--- src/rtl/monitor_pkg.sv ---
// rtl/monitor_pkg.sv - shared IRQ codes, format codes and sequencer state encoding
package monitor_pkg;

    localparam logic [7:0] IRQ_BOOT  = 8'hFD;
    localparam logic [7:0] IRQ_ID    = 8'hFB;
    localparam logic [7:0] IRQ_READY = 8'hEF;
    localparam logic [7:0] IRQ_FMT   = 8'hDF;
    localparam logic [7:0] IRQ_IDLE  = 8'hFF;

    localparam logic [7:0] FMT_NONE = 8'h00;
    localparam logic [7:0] FMT_576I = 8'h01;
    localparam logic [7:0] FMT_480I = 8'h02;
    localparam logic [7:0] FMT_576P = 8'h03;
    localparam logic [7:0] FMT_480P = 8'h04;

    typedef enum logic [1:0] {
        ST_BOOT   = 2'd0,
        ST_IDWAIT = 2'd1,
        ST_READY  = 2'd2,
        ST_RUN    = 2'd3
    } seq_state_t;

endpackage

--- src/rtl/second_timebase.sv ---
// rtl/second_timebase.sv - one-second tick generator with saturating seconds counter
module second_timebase #(
    parameter int CLK_HZ = 50000000
) (
    input  logic       clk_50mhz_in,
    input  logic       reset,
    output logic       tick,
    output logic [7:0] elapsed_s
);

    localparam int CW = (CLK_HZ > 1) ? $clog2(CLK_HZ) : 1;
    localparam logic [CW-1:0] LAST = CW'(CLK_HZ - 1);

    logic [CW-1:0] cnt;

    assign tick = (cnt == LAST);

    always_ff @(posedge clk_50mhz_in) begin
        if (reset) begin
            cnt       <= '0;
            elapsed_s <= 8'h00;
        end else if (tick) begin
            cnt <= '0;
            if (elapsed_s != 8'hFF)
                elapsed_s <= elapsed_s + 8'h01;
        end else begin
            cnt <= cnt + 1'b1;
        end
    end

endmodule

--- src/rtl/monitor_irq_sequencer.sv ---
// rtl/monitor_irq_sequencer.sv - monitor-slot interrupt handshake sequencer (boot, ID, ready, format IRQs)
module monitor_irq_sequencer
    import monitor_pkg::*;
#(
    parameter int CLK_HZ        = 50000000,
    parameter int ID_WAIT_S     = 12,
    parameter int READY_WAIT_S  = 19,
    parameter int STABLE_CYCLES = 1024
) (
    input  logic       clk_50mhz_in,
    input  logic       reset,
    input  logic       skip_init,
    input  logic       id_read,
    input  logic       irq_ack,
    input  logic [7:0] video_format,
    output logic [7:0] irq_status,
    output logic       int_x,
    output logic [7:0] reg_video_format,
    output logic [7:0] elapsed_s,
    output logic [1:0] seq_state
);

    localparam logic [7:0] ID_LIM    = 8'(ID_WAIT_S);
    localparam logic [7:0] READY_LIM = 8'(READY_WAIT_S);
    localparam int SW = (STABLE_CYCLES > 1) ? $clog2(STABLE_CYCLES) : 1;
    localparam logic [SW-1:0] SLAST = SW'(STABLE_CYCLES - 1);

    seq_state_t    state;
    logic          sec_tick;
    logic          id_seen;
    logic          id_time_ok;
    logic          ready_time_ok;
    logic [7:0]    fmt_prev;
    logic [7:0]    fmt_q;
    logic [SW-1:0] stable_cnt;
    logic          post_ok;

    second_timebase #(
        .CLK_HZ(CLK_HZ)
    ) u_timebase (
        .clk_50mhz_in(clk_50mhz_in),
        .reset       (reset),
        .tick        (sec_tick),
        .elapsed_s   (elapsed_s)
    );

    assign post_ok   = (irq_status == IRQ_IDLE) && !irq_ack;
    assign int_x     = (irq_status == IRQ_IDLE);
    assign seq_state = state;

    // Qualified format only moves after STABLE_CYCLES clocks of an unchanged input.
    always_ff @(posedge clk_50mhz_in) begin
        if (reset) begin
            fmt_prev   <= FMT_NONE;
            fmt_q      <= FMT_NONE;
            stable_cnt <= '0;
        end else begin
            fmt_prev <= video_format;
            if (video_format != fmt_prev)
                stable_cnt <= '0;
            else if (stable_cnt == SLAST)
                fmt_q <= fmt_prev;
            else
                stable_cnt <= stable_cnt + 1'b1;
        end
    end

    always_ff @(posedge clk_50mhz_in) begin
        if (reset) begin
            state            <= ST_BOOT;
            irq_status       <= IRQ_BOOT;
            reg_video_format <= FMT_NONE;
            id_seen          <= 1'b0;
            id_time_ok       <= 1'b0;
            ready_time_ok    <= 1'b0;
        end else begin
            if (id_read)
                id_seen <= 1'b1;
            // Sticky flags rise on the same edge elapsed_s first exceeds the limit.
            if (sec_tick) begin
                if (elapsed_s >= ID_LIM)
                    id_time_ok <= 1'b1;
                if (elapsed_s >= READY_LIM)
                    ready_time_ok <= 1'b1;
            end
            if (irq_ack)
                irq_status <= IRQ_IDLE;
            case (state)
                ST_BOOT: begin
                    if (irq_ack) begin
                        state <= ST_IDWAIT;
                    end else if (skip_init) begin
                        irq_status <= IRQ_IDLE;
                        state      <= ST_RUN;
                    end
                end
                ST_IDWAIT: begin
                    if (post_ok && id_seen && id_time_ok) begin
                        irq_status <= IRQ_ID;
                        state      <= ST_READY;
                    end
                end
                ST_READY: begin
                    if (post_ok && ready_time_ok) begin
                        irq_status <= IRQ_READY;
                        state      <= ST_RUN;
                    end
                end
                ST_RUN: begin
                    if (post_ok && (fmt_q != reg_video_format)) begin
                        reg_video_format <= fmt_q;
                        irq_status       <= IRQ_FMT;
                    end
                end
                default: state <= ST_BOOT;
            endcase
        end
    end

endmodule

--- config.mk ---
export PLATFORM = sky130hd
export DESIGN_NAME = monitor_irq_sequencer
export DESIGN_NICKNAME = d
export VERILOG_FILES = /design/src/rtl/monitor_pkg.sv /design/src/rtl/second_timebase.sv /design/src/rtl/monitor_irq_sequencer.sv
export SDC_FILE = /design/constraint.sdc
export NUM_CORES = 1
export LEC_CHECK = 0
export BUFFER_PORTS_ARGS = -buffer_cell sky130_fd_sc_hd__buf_4
export CAP_MARGIN = 30
export CORE_MARGIN = 2
export CORE_UTILIZATION = 25
export CTS_BUF_LIST = sky130_fd_sc_hd__clkbuf_4 sky130_fd_sc_hd__clkbuf_8
export DETAILED_ROUTE_END_ITERATION = 7
export MAX_ROUTING_LAYER = met4
export SETUP_SLACK_MARGIN = 0.3
export SLEW_MARGIN = 20
export SYNTH_ARGS = -nofsm -noshare
export SYNTH_HDL_FRONTEND = slang
export SYNTH_SLANG_ARGS = --single-unit
--- constraint.sdc ---
create_clock -name clk_50mhz_in -period 3.4 [get_ports clk_50mhz_in]
set_input_delay 0 -clock clk_50mhz_in [delete_from_list [all_inputs] [get_ports clk_50mhz_in]]
set_output_delay 0 -clock clk_50mhz_in [all_outputs]
set_load 0.02 [all_outputs]
# == After elaboration in Yosys (flattened, before gate mapping) ==
# Index checks and enable logic that the tools add are counted.
# word_totals
wordCells,57
input_bits,13
regBits,81
output_inout_bits,27
# classes
reduce_logical,16
mux,12
add_sub_neg,3
bitwise_logic,1
eq_ne,12
order_cmp,2
# ops
operator,n
8-bit two-way mux,6
8-bit one-hot mux with 4 select lines,1
"26-bit by 1-bit adder with 26-bit output, second input constant",1
"26-bit == test, second input constant",1
8-bit != test,2
"10-bit by 1-bit adder with 10-bit output, second input constant",1
"10-bit == test, second input constant",1
2-bit AND reduction,5
"8-bit by 1-bit adder with 8-bit output, second input constant",1
"8-bit == test, second input constant",1
"8-bit by 4-bit >= comparator with 1-bit output, second input constant",1
"8-bit by 5-bit >= comparator with 1-bit output, second input constant",1
2-bit two-way mux,4
"8-bit != test, second input constant",1
2-bit one-hot mux with 3 select lines,1
1-bit logical AND,5
"2-bit == test, second input constant",2
"2-bit != test, second input constant",2
4-bit AND reduction,1
2-bit OR reduction,2
"3-bit != test, second input constant",1
3-bit nonzero test,1
"2-bit by 1-bit == test with 1-bit output, second input constant",1
2-bit logical NOT,1
other kinds (2),2

# == Logic depth before layout (Yosys ltp) ==
# Gate-level depths: netlist of run 1.
# depth
ltp_word,6
mapped_depth,7
mapped_depth_nobuf,6

# == By module ==
# A second synthesis of run 1 with hierarchy kept.
# unflattened
hier_cells,421
hier_area_um2,3839.9
# by_module_without_submodules
mod,n_inst,seq_area_each_um2,cells_per_inst,area_each_um2
monitor_irq_sequencer,1,940.9,239,2249.7
second_timebase,1,680.7,182,1590.3

# == Worst setup path after synthesis of run 1 ==
# No wires, ideal clock.
# synth_timing
kind,reg2reg
startpoint,register state[1] (netlist: seq_state[1])
endpoint,register irq_status[4]
n_path_buf,1
required_ns,3.276
stages_incl_launch_ff,8
arrival_time_ns,1.799
synth_period_minus_slack_ns,1.923
setup_time_ns,0.124
setup_slack_ns,1.477
cell_sequence,dfxtp_1 > inv_1 > ha_1 > clkbuf_1 > or3b_2 > o31a_1 > o32ai_1 > nand2_1
# synth_between
elab_chain_len,2
word_cells_on_any_way,5
cone_classes,eq/ne (3); mux (1); reduce/logical (1)
# synth_rtl
element,line,text
from (decl),monitor_irq_sequencer.sv:28,seq_state_t state;
from (signal assigned),monitor_irq_sequencer.sv:70,state <= ST_BOOT;
from (signal assigned),monitor_irq_sequencer.sv:91,state <= ST_IDWAIT;
from (signal assigned),monitor_irq_sequencer.sv:94,state <= ST_RUN;
2-bit == test (tied with other cells),monitor_irq_sequencer.sv:88,case (state)
8-bit one-hot mux with 4 select lines (*),monitor_irq_sequencer.sv:88,
to (signal assigned),monitor_irq_sequencer.sv:87,irq_status <= IRQ_IDLE;
to (signal assigned),monitor_irq_sequencer.sv:93,irq_status <= IRQ_IDLE;
to (signal assigned),monitor_irq_sequencer.sv:99,irq_status <= IRQ_ID;
to (decl),monitor_irq_sequencer.sv:16,"output logic [7:0] irq_status,"
# Every way passes the cells marked *; elsewhere a longest branch is shown, timed or not.
# A chain may end at the register's enable or synchronous reset.

# == Final worst setup path of run 1 ==
# layout_timing
startpoint,register u_timebase.cnt[0]
endpoint,register u_timebase.cnt[20]
# layout_between
elab_chain_len,2
word_cells_on_any_way,3
cone_classes,add/sub (1); eq/ne (1); reduce/logical (1)
# layout_rtl
element,line,text
from (decl),second_timebase.sv:14,logic [CW-1:0] cnt;
from (signal assigned),second_timebase.sv:27,cnt <= cnt + 1'b1;
branches (longest 2 deep; another with 26-bit by 1-bit adder with 26-bit output),--,
# Parallel ways; which one is timed is not known.

==> results of run 1 <==
## kinds of logic (layout without fill, tap and decap cells)
family | Yosys count | after routing | share of synthesized area (%)
simple gates | 187 | 187 | 28.27
flops | 81 | 81 | 41.12
compound gates | 65 | 65 | 10.91
xor+xnor | 31 | 31 | 6.885
buf+inv | 27 | 78 | 3.077
mux | 25 | 25 | 6.567
fa+ha+maj | 10 | 10 | 3.173
## timing repair
| item | CTS | global route |
|---|---|---|
| resized for setup | 0 | 0 |
| endpoints found under the hold margin | 12 | 0 |
| hold buffers | 11 | 0 |
## layout make-up
class | instances | area (sq um) | share of cell area (%)
Sequential cell | 81 | 1622 | 34.36
Clock inverter | 2 | 13.76 | 0.2916
Multi-Input combinational cell | 318 | 2201 | 46.63
Timing Repair Buffer | 51 | 410.4 | 8.696
Tap cell | 211 | 264.0 | 5.594
Inverter | 11 | 41.29 | 0.8749
Clock buffer | 14 | 167.7 | 3.552
## layer usage
metal / up-vias / part of all wire (%) / wire length (um)
met2: 64 / 49 / 4278
met1: 1505 / 46 / 4018
li1: 1626 / - / -
met5: - / 0 / 0
met3: 9 / 3.5 / 307
met4: 0 / 1.2 / 105
## flip-flops by register name, summed over array words and instances, names as in the netlist, 2 cells and up
register / cells
fmt_q: 8
stable_cnt: 10
fmt_prev: 8
seq_state: 2
reg_video_format: 8
u_timebase.cnt: 26
irq_status: 8
u_timebase.elapsed_s: 8
## report_power, final
part	switching, uW	total [uW]	internal (uW)
registers	66.8	1080	1010
clock network	345	664	319
logic	317	534	218
total	728	2270	1550
## through the flow
step | utilization [%] | worst slack, ns | hold WS (ns) | area [sq um]
after floorplan | - | 1.477 | 0.1158 | 3944
after global placement | 28.91 | 1.351 | 0.2166 | 4428
after detailed placement | 28.91 | 1.236 | 0.2229 | 4428
after CTS | 30.82 | 1.215 | 0.1145 | 4720
after global routing | 30.82 | 0.9811 | 0.1507 | 4720
final | 30.82 | 1.196 | 0.1182 | 4720
## how the worst min path moves through the flow
stage | startpoint | to | slack, ns | cells past startpoint
CTS | reset | fmt_prev[7] | 0.11 | 2
global placement | id_read | id_seen | 0.22 | 3
finish | reset | fmt_prev[3] | 0.12 | 2
detailed placement | id_read | id_seen | 0.22 | 3
global route | reset | fmt_prev[3] | 0.15 | 2
floorplan | id_read | id_seen | 0.12 | 2
## synthesized netlist by cell type (all sizes together) (4+ instances only)
library cell / count / share of area [%]
dfxtp: 81 / 41
nor2: 38 / 3.6
a21oi: 28 / 3.6
nand2: 20 / 1.9
xnor2: 20 / 4.4
mux2i: 18 / 4.6
nand4: 18 / 3.2
nand3: 15 / 2.0
or2b: 15 / 3.1
nor2b: 14 / 2.2
nor3: 13 / 2.1
o31ai: 13 / 2.5
clkbuf: 11 / 1.1
inv: 11 / 1.0
nand2b: 11 / 1.7
or4: 11 / 2.1
xor2: 11 / 2.4
ha: 10 / 3.2
or3: 8 / 1.4
and3: 7 / 1.1
mux2: 7 / 2.0
o21ai: 6 / 0.76
and4: 5 / 1.1
buf: 5 / 0.95
nor4: 4 / 0.63
nor4b: 4 / 1.2
## worst register-to-register path, delay by kind of cell (launching register included)
| kind | cells | cell delay [ns] |
|---|---|---|
| AO/OA/AOI/OAI | 1 | 0.16 |
| adder cells (fa/ha/maj) | 1 | 0.21 |
| AND/OR/NAND/NOR | 3 | 1.40 |
| flip-flops | 1 | 0.39 |
==> results.py, run 1 <==
metrics = {
    "sta": {
        "hold_violations": 0,
        "setup_violations": 0,
        "fin_tns_setup_ns": 0,
        "rsz0062_at_grt": "false",
        "fin_skew_ns": 0.008664,
        "fin_crit_ns": 2.204,
        "fmax_mhz": 453.8,
        "finalCritPeriodShare_pct": 64.81,
        "finalMaxSlewViolations": 0,
        "slew_headroom_pct": 57.65,
        "worst_pin_slew_ns": 0.6334,
    },
    "placed_design": {
        "portBuffers": 39,
        "dp_hpwl_um": 6227,
        "place_congestion": 0.7931,
        "dpl.cell_count": 661,
    },
    "setup_path": {
        "rr_startpoint": "u_timebase.cnt[0]",
        "reg2regPathDepth": 5,
        "cp_data_required_time_ns": 3.69,
        "cp_max_fo": 13,
        "worst-path-stages": 5,
        "critical_path_buf_inv_count": 0,
        "worstSetupStartpointType": "flop",
        "crit_start": "u_timebase.cnt[0]",
        "timing.critical_path.slowest_stage_cell": "or4_1",
        "r2r_slack_ns": 1.20,
        "critPathArrivalTime_ns": 2.50,
        "cp-end-kind": "flop",
        "cpPeakStageDelay_ns": 0.64,
        "crit_path_cell_trace": "ha_1 > and3_1 > nand4_1 > or4_1 > a21oi_1",
        "critPathKind": "flop to flop",
        "crit_end": "u_timebase.cnt[20]",
        "r2r_end": "u_timebase.cnt[20]",
        "crit_family": "simple AND/OR/NAND/NOR gates",
    },
    "final_layout": {
        "fin_cells": 688,
        "layout-drive-gt1-share_pct": 17.40,
        "fill_cells": 1637,
        "num_antenna_cells": 0,
        "final_common_cell": "dfxtp_1",
        "synthToLayoutAreaGrowth_pct": 19.67,
        "fin_nets": 495,
        "mostFrequentLayoutCells": "dfxtp_1, buf_4, nor2_1",
    },
    "global_routing": {
        "overflow": 0,
        "busiest_layer": "met2",
        "grt_pass1_wl_um": 15000,
        "met1_usage_pct": 14.06,
        "grt_pass1_vias": 3161,
        "grt_max_degree": 65,
        "grt_util_met3_pct": 2.230,
        "globalRouteTotalUtil_pct": 11.37,
        "grt_util_met2_pct": 18.29,
        "antenna_found_initial": 0,
    },
    "clocking": {
        "clock_sinks": 81,
        "htreeDepth": 3,
        "clk_latency_ns": 0.36,
        "post_cts_buffers": 0,
        "cts_max_path_buffers": 2,
        "cts.clk_slew.worst_paths_ns": 0.08,
        "cts_tree": "done",
        "root_buffer": "clkbuf_8",
        "cts_buffers": 9,
    },
    "logic_synthesis": {
        "synth-seq-cells": 81,
        "synth-edff-count": 0,
        "avgSynthCellArea_sq_um": 9.258,
        "ys.flop_type": "dfxtp_1",
        "synth-seq-area-share_pct": 41.12,
        "ys_types": 55,
        "synthCells": 426,
        "synthesis.nets": 449,
        "async_reset_ff_share_pct": 0,
        "yosysWarnings": 0,
        "synth_area_sq_um": 3944,
    },
    "floorplanning": {
        "rows": 45,
        "die_area_sq_um": 16800,
        "io_pins": 40,
        "coreArea_sq_um": 15310,
        "floorplan.initialDensity_pct": 25.75,
        "fp.dieW_um": 129.6,
        "die_h_um": 129.6,
    },
    "drt": {
        "vias_per_cell": 4.657,
        "detail_route.wirelength_um": 8709,
        "drc_errors": 0,
        "drt_first_pass_iters": 4,
        "vias": 3204,
        "drtIter0Drc": 151,
        "postRouteAntennaNets": 0,
        "wire_per_inst_um": 12.66,
    },
    "pwr": {
        "powerDensity_nw_per_um2": 481.9,
        "power_uw": 2275,
        "ir_drop_v": 0.0002038,
        "leakage_uw": 0.001710,
    },
    "outcome": {
        "outcome": "complete, no violations",
    },
    "job": {
        "cap_violations": 0,
    },
    "hold_path": {
        "hp-class": "primary input to flop",
    },
}
(Power assumes the default switching activity.)
==> inputs of run 2 (changes only) <==
- clock period: 3.4 -> 1.8 ns (I/O delays scaled with it)
==> run 2 against run 1 <==
Global-route usage is 1.3 points higher. Clock skew is 0.0019 ns lower. Final area is 23% higher. Combinational power grew to 3.0 times the previous value. Critical path type unchanged.
==> results.py, run 2 (synthesis gave the netlist of run 1 again) <==
metrics = {
    "floorplanning": {
        "rows": 45,
        "io_pins": 40,
        "die_area_sq_um": 16800,
        "die_h_um": 129.6,
        "fp.dieW_um": 129.6,
        "coreArea_sq_um": 15310,
        "floorplan.initialDensity_pct": 25.75,
    },
    "global_routing": {
        "grt_util_met3_pct": 3.468,
        "grt_pass1_wl_um": 16710,
        "busiest_layer": "met2",
        "grt_pass1_vias": 3559,
        "met1_usage_pct": 14.76,
        "grt_max_degree": 34,
        "grt_util_met2_pct": 21.00,
        "antenna_found_initial": 0,
        "overflow": 0,
        "globalRouteTotalUtil_pct": 12.65,
    },
    "final_layout": {
        "final_cell_area_sq_um": 5786,
        "synthToLayoutAreaGrowth_pct": 46.70,
        "fin_nets": 551,
        "num_antenna_cells": 0,
        "regMostFlops": "u_timebase.cnt",
        "layout-drive-gt1-share_pct": 43.34,
        "final_common_cell": "buf_4",
        "largest_reg_flops": 26,
        "mostFrequentLayoutCells": "buf_4, dfxtp_1, nor2_1",
        "top_regs": "u_timebase.cnt (26), stable_cnt (10)",
    },
    "pwr": {
        "leakage_uw": 0.002121,
        "ir_drop_v": 0.0007053,
        "power_uw": 5035,
        "powerDensity_nw_per_um2": 870.2,
    },
    "sta": {
        "rsz0062_at_grt": "true",
        "fin_skew_ns": 0.006730,
        "fin_tns_setup_ns": 0,
        "setup_violations": 0,
        "fmax_mhz": 572.3,
        "finalMaxSlewViolations": 0,
        "worst_pin_slew_ns": 0.3999,
        "finalCritPeriodShare_pct": 97.08,
        "hold_violations": 0,
        "fin_crit_ns": 1.747,
        "slew_headroom_pct": 72.65,
    },
    "clocking": {
        "cts_buffers": 9,
        "clk_latency_ns": 0.36,
        "htreeDepth": 3,
        "cts_tree": "done",
        "root_buffer": "clkbuf_8",
        "cts.clk_slew.worst_paths_ns": 0.09,
        "clock_sinks": 81,
        "cts_max_path_buffers": 2,
    },
    "setup_path": {
        "crit_family": "simple AND/OR/NAND/NOR gates",
        "worstSetupStartpointType": "flop",
        "reg2regPathDepth": 5,
        "crit_path_cell_trace": "nor4bb_4 > nand4_4 > buf_6 > nor4_4 > mux2_4",
        "cp_max_fo": 4,
        "cp_data_required_time_ns": 2.05,
        "critPathKind": "flop to flop",
        "critical_path_buf_inv_count": 1,
        "cpPeakStageDelay_ns": 0.36,
        "critPathArrivalTime_ns": 2.00,
        "timing.critical_path.slowest_stage_cell": "dfxtp_2",
        "worst-path-stages": 5,
        "cp-end-kind": "flop",
    },
    "drt": {
        "postRouteAntennaNets": 0,
        "vias": 3511,
        "vias_per_cell": 4.719,
        "drt_first_pass_iters": 4,
        "wire_per_inst_um": 13.43,
        "detail_route.wirelength_um": 9990,
        "drc_errors": 0,
        "drtIter0Drc": 157,
    },
    "placed_design": {
        "portBuffers": 39,
        "dp_hpwl_um": 6247,
        "placed_area_sq_um": 4738,
        "place_congestion": 0.8045,
    },
    "hold_path": {
        "hp-class": "primary input to flop",
        "whs_path_depth": 2,
    },
    "outcome": {
        "outcome": "complete, no violations",
    },
    "job": {
        "cap_violations": 0,
    },
}
-- run 2: cell types whose count changed in the layout (fill, tap and decap cells not counted), moves of 7 or more --
cell / change
buf_4: +33
buf_6: +18
dfxtp_1: -36
dfxtp_2: +29
dfxtp_4: +7
ha_1: -7
nor3_1: -7
-- run 2: routing by layer --
metal	wire length, um	vias up
li1	-	1740
met1	4524	1701
met2	4975	56
met3	361	14
met4	129	0
met5	0	-
-- run 2: worst reg2reg max path, delay by kind of cell (launching register included) --
kind	cells	cell delay, ns
muxes	1	0.33
buffers and inverters	1	0.17
and+or+nand+nor	3	0.79
DFF	1	0.36
-- run 2: repair_timing --
| action | in CTS | in global routing |
|---|---|---|
| gates cloned | 1 | 1 |
| setup buffers | 30 | 8 |
| endpoints found under the hold margin | 12 | 0 |
| endpoints found under the setup margin | 59 | 71 |
| pin swaps | 23 | 28 |
| hold buffers | 11 | 0 |
| resized for setup | 52 | 54 |
-- run 2: worst paths after layout --
path                                          from  slack [ns]                      end
worst max-delay path            u_timebase.cnt[10]        0.05  u_timebase.elapsed_s[5]
worst min-delay path                         reset        0.06                  id_seen
worst max register to register  u_timebase.cnt[10]        0.05  u_timebase.elapsed_s[5]
worst min register to register   u_timebase.cnt[0]        0.46        u_timebase.cnt[0]
-- run 2: power breakdown --
part	leakage (uW)	total, uW	switching (uW)	internal, uW
registers	0.000675	2070	145	1920
clock network	0.0000963	1360	697	661
logic	0.00135	1610	807	803
total	0.00212	5030	1650	3380
-- run 2: layout make-up --
class	count	area, sq um
fillers	1541	9529
multi-input cells	320	2676
flip-flops and latches	81	1684
repair buffers	105	915.9
well taps	211	264.0
clock buffers	10	131.4
clock inverters	6	67.56
inverters	11	46.29
-- run 2: through the flow --
step	setup WS [ns]	util (%)	hold slack [ns]	std cells
after floorplan	0.08611	-	0.1158	426
after global placement	0.09907	30.94	0.2138	677
after detailed placement	0.03852	30.94	0.2146	677
after CTS	0.08459	35.76	0.02343	735
after global routing	0.005686	37.78	0.09913	744
final	0.05261	37.78	0.05817	744
==> inputs of run 3 (changes only) <==
- REMOVE_ABC_BUFFERS: default -> 1
==> run 3 against run 2 <==
Non-clock buffer count is 19 higher. Critical path depth rose by 2. Utilization increased by 0.66 points. Global-route usage fell by 0.50 points. Flip-flop and latch count unchanged. Combinational power grew 9%. Largest cell class unchanged. Count of clock-buffer cells in the layout grew 3. Sequential share of layout area is 0.84 points lower. Clock power about the same. Via count grew 2.3%.
==> results.py, run 3 (synthesis gave the netlist of run 1 again) <==
metrics = {
    "setup_path": {
        "r2r_slack_ns": 0.09,
        "cp_data_required_time_ns": 2.04,
        "critPathArrivalTime_ns": 1.95,
        "worstSetupStartpointType": "flop",
        "rr_startpoint": "u_timebase.cnt[18]",
        "reg2regPathDepth": 7,
        "critPathKind": "flop to flop",
        "cp_max_fo": 7,
        "r2r_end": "u_timebase.cnt[15]",
        "cp-end-kind": "flop",
    },
    "hold_path": {
        "whs_path_depth": 2,
        "min_from": "reset",
        "hold_path_end": "id_seen",
        "hp-class": "primary input to flop",
    },
    "global_routing": {
        "antenna_found_initial": 0,
        "globalRouteTotalUtil_pct": 12.15,
        "overflow": 0,
        "grt_pass1_vias": 3465,
        "grt_pass1_wl_um": 16070,
        "grt_max_degree": 43,
    },
    "sta": {
        "finalCritPeriodShare_pct": 94.83,
        "fin_crit_ns": 1.707,
        "holdWs_ns": 0.07304,
        "fin_tns_setup_ns": 0,
        "fmax_mhz": 585.9,
        "setup_violations": 0,
        "rsz0062_at_grt": "true",
        "fin_ws_ns": 0.09313,
        "finalMaxSlewViolations": 0,
        "worst_pin_slew_ns": 0.4804,
        "fin_skew_ns": 0.009948,
        "hold_violations": 0,
        "slew_headroom_pct": 67.14,
    },
    "outcome": {
        "outcome": "complete, no violations",
    },
    "drt": {
        "wire_per_inst_um": 13.16,
        "drt_first_pass_iters": 4,
        "vias": 3593,
        "drc_errors": 0,
        "postRouteAntennaNets": 0,
        "detail_route.wirelength_um": 10020,
        "drtIter0Drc": 134,
        "vias_per_cell": 4.721,
    },
    "clocking": {
        "root_buffer": "clkbuf_8",
        "clock_sinks": 81,
        "clk_latency_ns": 0.36,
        "cts_tree": "done",
        "cts.clk_slew.worst_paths_ns": 0.08,
        "htreeDepth": 3,
        "cts_buffers": 9,
        "cts_max_path_buffers": 2,
    },
    "final_layout": {
        "fin_nets": 568,
        "regMostFlops": "u_timebase.cnt",
        "layout-drive-gt1-share_pct": 42.55,
        "final_common_cell": "buf_4",
        "largest_reg_flops": 26,
        "num_antenna_cells": 0,
        "mostFrequentLayoutCells": "buf_4, dfxtp_1, nor2_1",
        "synthToLayoutAreaGrowth_pct": 49.27,
        "top_regs": "u_timebase.cnt (26), stable_cnt (10)",
    },
    "floorplanning": {
        "io_pins": 40,
        "die_h_um": 129.6,
        "die_area_sq_um": 16800,
        "fp.dieW_um": 129.6,
        "floorplan.initialDensity_pct": 25.75,
        "rows": 45,
        "coreArea_sq_um": 15310,
    },
    "pwr": {
        "ir_drop_v": 0.0004875,
        "leakage_uw": 0.002201,
        "powerDensity_nw_per_um2": 881.2,
    },
    "placed_design": {
        "portBuffers": 39,
        "dp_hpwl_um": 6338,
        "dp_slack_ns": -0.1160,
        "place_congestion": 0.7851,
    },
    "job": {
        "cap_violations": 0,
    },
}
## run 3: what timing repair did
item	4_1_cts	5_1_grt
hold buffers	11	0
endpoints found under the hold margin	12	0
cloned	1	2
resized for setup	89	43
endpoints found under the setup margin	71	63
pin swaps	28	21
setup buffers	18	12
## run 3: through the flow
stage	area [sq um]	utilization [%]	instances	total power [uW]
final	5887	38.44	761	5187
after global routing	5887	38.44	761	5438
after CTS	5574	36.40	747	4821
after detailed placement	4753	31.04	701	3106
after global placement	4753	31.04	701	3071
after floorplan	3864	-	410	2662
## run 3: critical path, cell delays in order (launching register included)
cell	delay (ns)
dfxtp_2	0.35
nor4b_4	0.30
nand4_2	0.19
buf_6	0.18
buf_6	0.11
o21bai_4	0.22
clkbuf_16	0.20
a21oi_1	0.04
## run 3: cell type report
class | count | area (sq um)
clock buffers | 13 | 160.2
well taps | 211 | 264.0
clock inverters | 3 | 40.04
inverters | 11 | 48.80
multi-input cells | 318 | 2630
repair buffers | 124 | 1080
fillers | 1483 | 9428
flip-flops and latches | 81 | 1664
## run 3: layer usage
metal | GRT usage [%] | share of wire, %
met3 | 3.138 | 3.1
met1 | 14.05 | 45
met4 | 4.491 | 1.4
met5 | - | 0
met2 | 20.30 | 51
## run 3: report_power, final
group          total (uW)  internal, uW  leakage, uW  switching (uW)
Combinational        1750           908      0.00143             845
Sequential           2080          1930     0.000668             150
Clock                1360           722     0.000108             635
## run 3: worst max path at each step
stage / start / end / depth (start not counted)
2_1_floorplan: u_timebase.cnt[0] / u_timebase.cnt[10] / 5
3_3_place_gp: u_timebase.cnt[16] / u_timebase.elapsed_s[5] / 4
3_5_place_dp: u_timebase.cnt[19] / u_timebase.elapsed_s[3] / 4
4_1_cts: u_timebase.cnt[10] / u_timebase.elapsed_s[2] / 5
5_1_grt: u_timebase.cnt[18] / u_timebase.elapsed_s[5] / 5
6_report: u_timebase.cnt[18] / u_timebase.cnt[15] / 7
